`src/rtl/edge_pulse_counter.sv`:
```
// Counts edges in a burst. A burst closes after GAP_CYCLES idle cycles, and its
// result is held until the consumer accepts it. Edges that arrive while a result is held are counted as drops.
module edge_pulse_counter #(
  parameter int CNT_W      = 8,
  parameter int GAP_W      = 16,
  parameter int GAP_CYCLES = 1000
) (
  input  logic             clk,
  input  logic             reset,
  input  logic             edgeFlag,
  output logic [CNT_W-1:0] countOut,
  output logic             overflow,
  output logic             countValid,
  input  logic             countReady,
  output logic [CNT_W-1:0] dropCount,
  output logic             busy
);

  typedef enum logic [1:0] {
    ST_IDLE  = 2'd0,
    ST_COUNT = 2'd1,
    ST_HOLD  = 2'd2
  } state_t;

  localparam logic [CNT_W-1:0] CNT_MAX  = {CNT_W{1'b1}};
  localparam logic [CNT_W-1:0] CNT_ZERO = {CNT_W{1'b0}};
  localparam logic [CNT_W-1:0] CNT_ONE  = CNT_W'(1);
  localparam logic [GAP_W-1:0] GAP_ZERO = {GAP_W{1'b0}};
  localparam logic [GAP_W-1:0] GAP_ONE  = GAP_W'(1);
  localparam logic [GAP_W-1:0] GAP_LAST = GAP_W'(GAP_CYCLES - 1);

  state_t           state_r, state_nxt_s;
  logic [CNT_W-1:0] count_r, count_nxt_s;
  logic [GAP_W-1:0] gap_r, gap_nxt_s;
  logic             ovf_bit_r, ovf_bit_nxt_s;
  logic [CNT_W-1:0] count_out_r, count_out_nxt_s;
  logic             overflow_r, overflow_nxt_s;
  logic             valid_r, valid_nxt_s;
  logic [CNT_W-1:0] drop_r, drop_nxt_s;
  logic             busy_r;

  function automatic logic [CNT_W-1:0] sat_inc(input logic [CNT_W-1:0] v);
    if (v == CNT_MAX) begin
      sat_inc = v;
    end else begin
      sat_inc = v + CNT_ONE;
    end
  endfunction

  // Next-state and next-output logic for the burst FSM
  always_comb begin
    state_nxt_s     = state_r;
    count_nxt_s     = count_r;
    gap_nxt_s       = gap_r;
    ovf_bit_nxt_s   = ovf_bit_r;
    count_out_nxt_s = count_out_r;
    overflow_nxt_s  = overflow_r;
    valid_nxt_s     = valid_r;
    drop_nxt_s      = drop_r;
    case (state_r)
      ST_IDLE: begin
        if (edgeFlag) begin
          count_nxt_s   = CNT_ONE;
          gap_nxt_s     = GAP_ZERO;
          ovf_bit_nxt_s = 1'b0;
          state_nxt_s   = ST_COUNT;
        end else begin
          state_nxt_s = ST_IDLE;
        end
      end
      ST_COUNT: begin
        if (edgeFlag) begin
          // An edge on the last gap cycle still extends the burst
          if (count_r == CNT_MAX) begin
            ovf_bit_nxt_s = 1'b1;
          end else begin
            count_nxt_s = count_r + CNT_ONE;
          end
          gap_nxt_s = GAP_ZERO;
        end else if (gap_r == GAP_LAST) begin
          count_out_nxt_s = count_r;
          overflow_nxt_s  = ovf_bit_r;
          valid_nxt_s     = 1'b1;
          state_nxt_s     = ST_HOLD;
        end else begin
          gap_nxt_s = gap_r + GAP_ONE;
        end
      end
      ST_HOLD: begin
        if (edgeFlag) begin
          drop_nxt_s = sat_inc(drop_r);
        end else begin
          drop_nxt_s = drop_r;
        end
        if (countReady) begin
          valid_nxt_s   = 1'b0;
          count_nxt_s   = CNT_ZERO;
          gap_nxt_s     = GAP_ZERO;
          ovf_bit_nxt_s = 1'b0;
          state_nxt_s   = ST_IDLE;
        end else begin
          state_nxt_s = ST_HOLD;
        end
      end
      default: begin
        state_nxt_s = ST_IDLE;
        valid_nxt_s = 1'b0;
      end
    endcase
  end

  // State and output registers; reset discards any open or held burst
  always_ff @(posedge clk or negedge reset) begin
    if (!reset) begin
      state_r     <= ST_IDLE;
      count_r     <= CNT_ZERO;
      gap_r       <= GAP_ZERO;
      ovf_bit_r   <= 1'b0;
      count_out_r <= CNT_ZERO;
      overflow_r  <= 1'b0;
      valid_r     <= 1'b0;
      drop_r      <= CNT_ZERO;
      busy_r      <= 1'b0;
    end else begin
      state_r     <= state_nxt_s;
      count_r     <= count_nxt_s;
      gap_r       <= gap_nxt_s;
      ovf_bit_r   <= ovf_bit_nxt_s;
      count_out_r <= count_out_nxt_s;
      overflow_r  <= overflow_nxt_s;
      valid_r     <= valid_nxt_s;
      drop_r      <= drop_nxt_s;
      busy_r      <= (state_nxt_s == ST_COUNT);
    end
  end

  assign countOut   = count_out_r;
  assign overflow   = overflow_r;
  assign countValid = valid_r;
  assign dropCount  = drop_r;
  assign busy       = busy_r;

endmodule

```
`config.mk`:
```
export PLATFORM = sky130hd
export DESIGN_NAME = edge_pulse_counter
export DESIGN_NICKNAME = d
export VERILOG_FILES = /design/src/rtl/edge_pulse_counter.sv
export SDC_FILE = /design/constraint.sdc
export NUM_CORES = 1
export LEC_CHECK = 0
export CAP_MARGIN = 40
export CORE_MARGIN = 4
export CORE_UTILIZATION = 51
export CTS_CLUSTER_DIAMETER = 200
export DETAILED_ROUTE_END_ITERATION = 10
export PLACE_DENSITY = 0.75
export SLEW_MARGIN = 20
export SYNTH_ARGS = -nofsm -noshare
export SYNTH_HDL_FRONTEND = slang
export SYNTH_SLANG_ARGS = --single-unit
```
`constraint.sdc`:
```
create_clock -name clk -period 2.05 [get_ports clk]
set_input_delay 0.615 -clock clk [delete_from_list [all_inputs] [get_ports clk]]
set_output_delay 0.615 -clock clk [all_outputs]
set_load 0.01 [all_outputs]
```
==> results.py, run 1 <==
metrics = {
    "logic_synthesis": {
        "synthTopCellsByCount": "dfrtp_1, nand3_1, nand4_1",
        "yosys_register_bits": 46,
        "synthCells": 240,
        "ys_types": 46,
        "yosys.area.top_type": "dfrtp_1",
        "synth_area_leaders": "dfrtp_1, mux2_2, ha_1",
        "synth_top_area_share_pct": 47.1,
        "avgSynthCellArea_um2": 10.2,
        "synth_nets": 251,
        "yosys_warnings": 0,
        "syn_area_um2": 2440,
        "synth_most_common_cell": "dfrtp_1",
        "synth_edf_count": 0,
        "async_reset_ff_share_pct": 100,
        "dominantRegCellSynth": "dfrtp_1",
        "ys_seq_area_share_pct": 47.1,
    },
    "global_route": {
        "grt_max_degree": 47,
        "grt_pass1_wl_um": 9560,
        "overflow": 0,
        "grt_pass1_vias": 2111,
        "antenna_found_initial": 0,
        "grt_usage_pct": 19.4,
    },
    "drt": {
        "m1WireLength_um": 2510,
        "totalWireLength_um": 5370,
        "drc": 0,
        "dr.pass1.iters": 4,
        "wl_met3_um": 249,
        "drt-initial-drc-count": 202,
        "detail-route-antenna-nets": 0,
        "wl_met2_um": 2520,
        "vias": 2121,
        "via_per_inst": 6.20,
        "top_layer_used": "met4",
        "wl_per_cell_um": 15.7,
    },
    "sta": {
        "slew_viol_final": 0,
        "worst_pin_slew_ns": 0.584,
        "min_period_over_period_pct": 96.5,
        "final.setup.tns_ns": 0,
        "period_minus_slack_ns": 1.98,
        "setup_viol": 0,
        "hold-worst-slack_ns": 0.274,
        "rsz0062_at_grt": "false",
        "finClkSkew_ns": 0.00756,
        "hold_violations": 0,
        "fmax_mhz": 505,
        "max_slew_margin_pct": 60.9,
    },
    "cts": {
        "hold_buffers": 0,
        "clk_path_buf_depth": 2,
        "root_buffer": "clkbuf_8",
        "htreeDepth": 2,
        "cts_tree": "built",
        "cts_sinks": 46,
        "clock_latency_ns": 0.30,
        "cts_buffers": 5,
        "path_clk_slew_ns": 0.09,
    },
    "floorplanning": {
        "initial_core_util_pct": 54.2,
        "die_h_um": 77.2,
        "row_count": 24,
        "ioPinCount": 23,
        "dieArea_um2": 5960,
        "die_x_um": 77.2,
        "core_area_um2": 4500,
    },
    "cells_and_area": {
        "fin_nets": 300,
        "n_fill_cell": 355,
        "drive_gt1_share_pct": 22.4,
        "area_growth_pct": 24.2,
        "antennaDiodeCount": 0,
        "fin_cells": 342,
    },
    "place": {
        "place_inst": 332,
        "port_buffers": 22,
        "place_hpwl_um": 3900,
        "routabilityCongestion": 0.864,
    },
    "outcome": {
        "status": "finished, final reports clean",
    },
    "worst_setup_path": {
        "cp-end-kind": "register",
        "crit_required_ns": 2.23,
        "start_kind": "register",
        "critical_path_arrival_ns": 2.16,
        "critPathMaxFanout": 6,
        "worst-setup-path-type": "reg2reg",
    },
    "job": {
        "max-cap-violations": 0,
    },
    "pwr": {
        "powerDensity_nw_per_um2": 757,
        "peakVddDrop_v": 0.000478,
        "p_leak_nw": 1.33,
    },
    "hold_path": {
        "hp-class": "in2async",
    },
}
worst paths after layout:
| kind | startpoint | cells after the start | end | slack [ns] |
|---|---|---|---|---|
| hold reg to reg | gap_r[8] | 1 | gap_r[8] | 0.50 |
| hold / removal | reset | 2 | countOut[5] | 0.27 |
| max in group asynchronous | reset | 2 | gap_r[1] | 1.57 |
| setup reg to reg | state_r[0] | 7 | count_r[0] | 0.07 |
| min in group clk | gap_r[8] | 1 | gap_r[8] | 0.50 |
| setup / recovery | state_r[0] | 7 | count_r[0] | 0.07 |
final cells by class:
cell class                 count  area, um^2  share of cell area, %
clock buffer                   5        68.8                   2.27
multi-input combinational    173        1230                   40.6
sequential                    46        1150                   37.9
inverter                      10        37.5                   1.24
tap                           52        65.1                   2.14
clock inverter                 3        21.3                  0.701
timing repair buffer          53         459                   15.1
routing by layer:
layer	vias up	global-route usage (%)
li1	999	-
met1	1056	26.4
met2	56	30.1
met3	10	4.80
met4	0	6.76
met5	-	0
power breakdown:
| group | internal, W | switching (W) | leakage (nW) |
|---|---|---|---|
| registers | 0.000977 | 0.0000785 | 0.634 |
| logic | 0.000318 | 0.000360 | 0.647 |
| clock network | 0.000240 | 0.000322 | 0.0441 |
sequential cells by signal, indices dropped and copies added (netlist names):
name,flops
gap_r,16
overflow,1
countValid,1
countOut,8
state_r,2
dropCount,8
count_r,8
ovf_bit_r,1
busy,1
logic make-up (layout without fill, tap and decap cells):
kind of cell	count (synthesis)	count (layout)	synth area share [%]
AND/OR/NAND/NOR	88	88	20.7
AO/OA/AOI/OAI	58	58	16.4
flip-flops	46	46	47.1
buffers and inverters	21	71	3.84
multiplexers	12	12	5.48
XOR/XNOR	8	8	2.87
adder cells (fa/ha/maj)	7	7	3.59
metrics by stage:
stage	util, %	total power, W	area [um^2]	setup WS, ns
2_1_floorplan	-	0.00143	2440	0.132
3_3_place_gp	64.3	0.00170	2900	-0.279
3_5_place_dp	64.3	0.00172	2900	-0.386
4_1_cts	66.4	0.00228	2990	0.0854
5_1_grt	67.4	0.00244	3030	0.00361
6_report	67.4	0.00230	3030	0.0709
timing repair:
action                                  CTS  global route
setup buffers                             0             2
endpoints found under the setup margin   10            20
pin swaps                                 0             1
gates resized for setup                   3             6
cells in the final DEF, fill, tap and decap left out, types with 5 or more instances in the layout:
cell type and count:
nor3_1 8, xor2_1 6, nand3_1 16, inv_1 10
dfrtp_1 46, mux2_2 11, clkbuf_8 5, buf_4 30
nand2_1 11, nor2_1 9, o31ai_1 8, or4_1 5
nand4_1 13, o21ai_0 12, clkdlybuf4s50_1 20, a21oi_1 11
a31oi_1 5
critical path: stages, from the launching register on:
cell,delay [ns]
dfrtp_1,0.42
buf_4,0.15
ha_2,0.21
o21ba_2,0.23
or3_1,0.33
buf_4,0.17
o31ai_1,0.23
o21ai_0,0.12
Note: power is estimated with default switching activity, not from simulation.
==> run 2, diff against run 1 <==
--- a/constraint.sdc
+++ b/constraint.sdc
@@ -3,2 +3,2 @@
 set_output_delay 0.615 -clock clk [all_outputs]
-set_load 0.01 [all_outputs]
+set_load 0.1 [all_outputs]
==> results.py, run 2 (synthesis results as in run 1) <==
metrics = {
    "floorplanning": {
        "core_area_um2": 4500,
        "die_x_um": 77.2,
        "dieArea_um2": 5960,
        "ioPinCount": 23,
        "die_h_um": 77.2,
        "initial_core_util_pct": 54.2,
        "row_count": 24,
    },
    "worst_setup_path": {
        "cp-end-kind": "register",
        "cp_cell_sequence": "clkdlybuf4s50_1 -> nand2b_1 -> nand4_1 -> or4_1 -> a21oi_1",
        "worst-setup-path-type": "in2reg",
        "crit_start": "countReady",
        "worst_path_max_delay_cell": "or4_1",
        "crit_required_ns": 2.27,
        "critical_path_arrival_ns": 2.17,
        "start_kind": "input port",
        "critPathMaxFanout": 7,
        "cp_slowest_stage_delay_ns": 0.56,
        "rr_startpoint": "state_r[0]",
    },
    "sta": {
        "finClkSkew_ns": 0.0104,
        "min_period_over_period_pct": 94.7,
        "period_minus_slack_ns": 1.94,
        "setup_viol": 0,
        "fmax_mhz": 515,
        "slew_viol_final": 0,
        "worst_pin_slew_ns": 0.606,
        "hold_violations": 0,
        "final.setup.tns_ns": 0,
        "max_slew_margin_pct": 59.4,
    },
    "cts": {
        "cts_tree": "built",
        "htreeDepth": 2,
        "path_clk_slew_ns": 0.09,
        "root_buffer": "clkbuf_8",
        "hold_buffers": 0,
        "cts_buffers": 5,
        "clock_latency_ns": 0.30,
        "cts_sinks": 46,
        "clk_path_buf_depth": 2,
    },
    "drt": {
        "dr.pass1.iters": 4,
        "wl_per_cell_um": 16.1,
        "totalWireLength_um": 5460,
        "vias": 2059,
        "drc": 0,
        "detail-route-antenna-nets": 0,
        "drt-initial-drc-count": 109,
        "via_per_inst": 6.06,
    },
    "global_route": {
        "grt_max_degree": 26,
        "grt_pass1_wl_um": 9670,
        "grt_pass1_vias": 2018,
        "overflow": 0,
        "antenna_found_initial": 0,
        "grt_usage_pct": 19.9,
    },
    "cells_and_area": {
        "n_fill_cell": 332,
        "stdcell_area_um2": 3220,
        "antennaDiodeCount": 0,
        "fin_nets": 298,
        "largest_reg_flops": 16,
        "drive_gt1_share_pct": 30.2,
        "layout_common_cells": "dfrtp_1, buf_4, buf_12, nand3_1, nand4_1",
        "largest_register": "gap_r",
        "area_growth_pct": 31.7,
        "fin_util_pct": 71.4,
        "layout_commonest_cell": "dfrtp_1",
    },
    "pwr": {
        "peakVddDrop_v": 0.000511,
        "p_leak_nw": 1.40,
        "p_total_w": 0.00250,
        "powerDensity_nw_per_um2": 777,
    },
    "place": {
        "placed_area_um2": 3070,
        "place_hpwl_um": 3880,
        "routabilityCongestion": 0.860,
        "port_buffers": 22,
    },
    "job": {
        "max-cap-violations": 0,
    },
    "outcome": {
        "status": "finished, final reports clean",
    },
    "hold_path": {
        "hp-class": "in2async",
    },
}
-- run 2: cell types whose count changed in the layout (fill, tap and decap cells not counted), moves of 3 or more --
cell             delta
dfrtp_1             -8
ha_2                -3
clkdlybuf4s50_1    -19
dfrtp_2             +8
buf_12             +18
ha_1                +3
-- run 2: report_power, final --
group	leakage [nW]	internal, W	switching, W
sequential	0.621	0.000978	0.0000774
clock	0.0514	0.000364	0.000320
combinational	0.724	0.000327	0.000433
total	1.40	0.00167	0.000831
-- run 2: area by class of cell --
type	count	area [um^2]	area share, %
clock buffers	6	72.6	2.26
clock inverters	2	37.5	1.17
inverters	10	37.5	1.17
multi-input cells	173	1220	38.0
flip-flops and latches	46	1160	36.1
well taps	52	65.1	2.02
repair buffers	51	622	19.3
-- run 2: worst paths after layout --
| path | to | cells after the start | slack [ns] |
|---|---|---|---|
| worst max-delay path | gap_r[13] | 5 | 0.11 |
| worst min-delay path | gap_r[9] | 1 | 0.30 |
| worst max register to register | count_r[7] | 6 | 0.13 |
| worst min register to register | gap_r[8] | 1 | 0.49 |
| max in group asynchronous | count_r[6] | 2 | 1.13 |
| min in group clk | gap_r[8] | 1 | 0.49 |
-- run 2: critical path, delay by kind of cell --
kind | cells | cell delay, ns
AND/OR/NAND/NOR | 3 | 0.92
AO/OA/AOI/OAI | 1 | 0.14
buffers and inverters | 1 | 0.49
-- run 2: routing by layer --
metal	global-route usage [%]	vias to the layer above	part of all wire (%)
li1	-	1008	-
met1	27.5	1004	47
met2	30.3	41	48
met3	5.04	6	4.2
met4	6.58	0	1.2
met5	0	-	0
-- run 2: through the flow --
step                      instances  hold WS [ns]  worst slack (ns)
final                           340         0.302             0.108
after global placement          330         0.459            -0.320
after CTS                       338         0.322            0.0510
after detailed placement        330         0.474            -0.351
after floorplan                 240         0.319           0.00759
after global routing            340         0.351           -0.0111
-- run 2: what timing repair did --
action                                  CTS  global route
endpoints found under the setup margin   15            25
resized for setup                         2             6
pin swaps                                 0             6
buffers inserted                          0             2
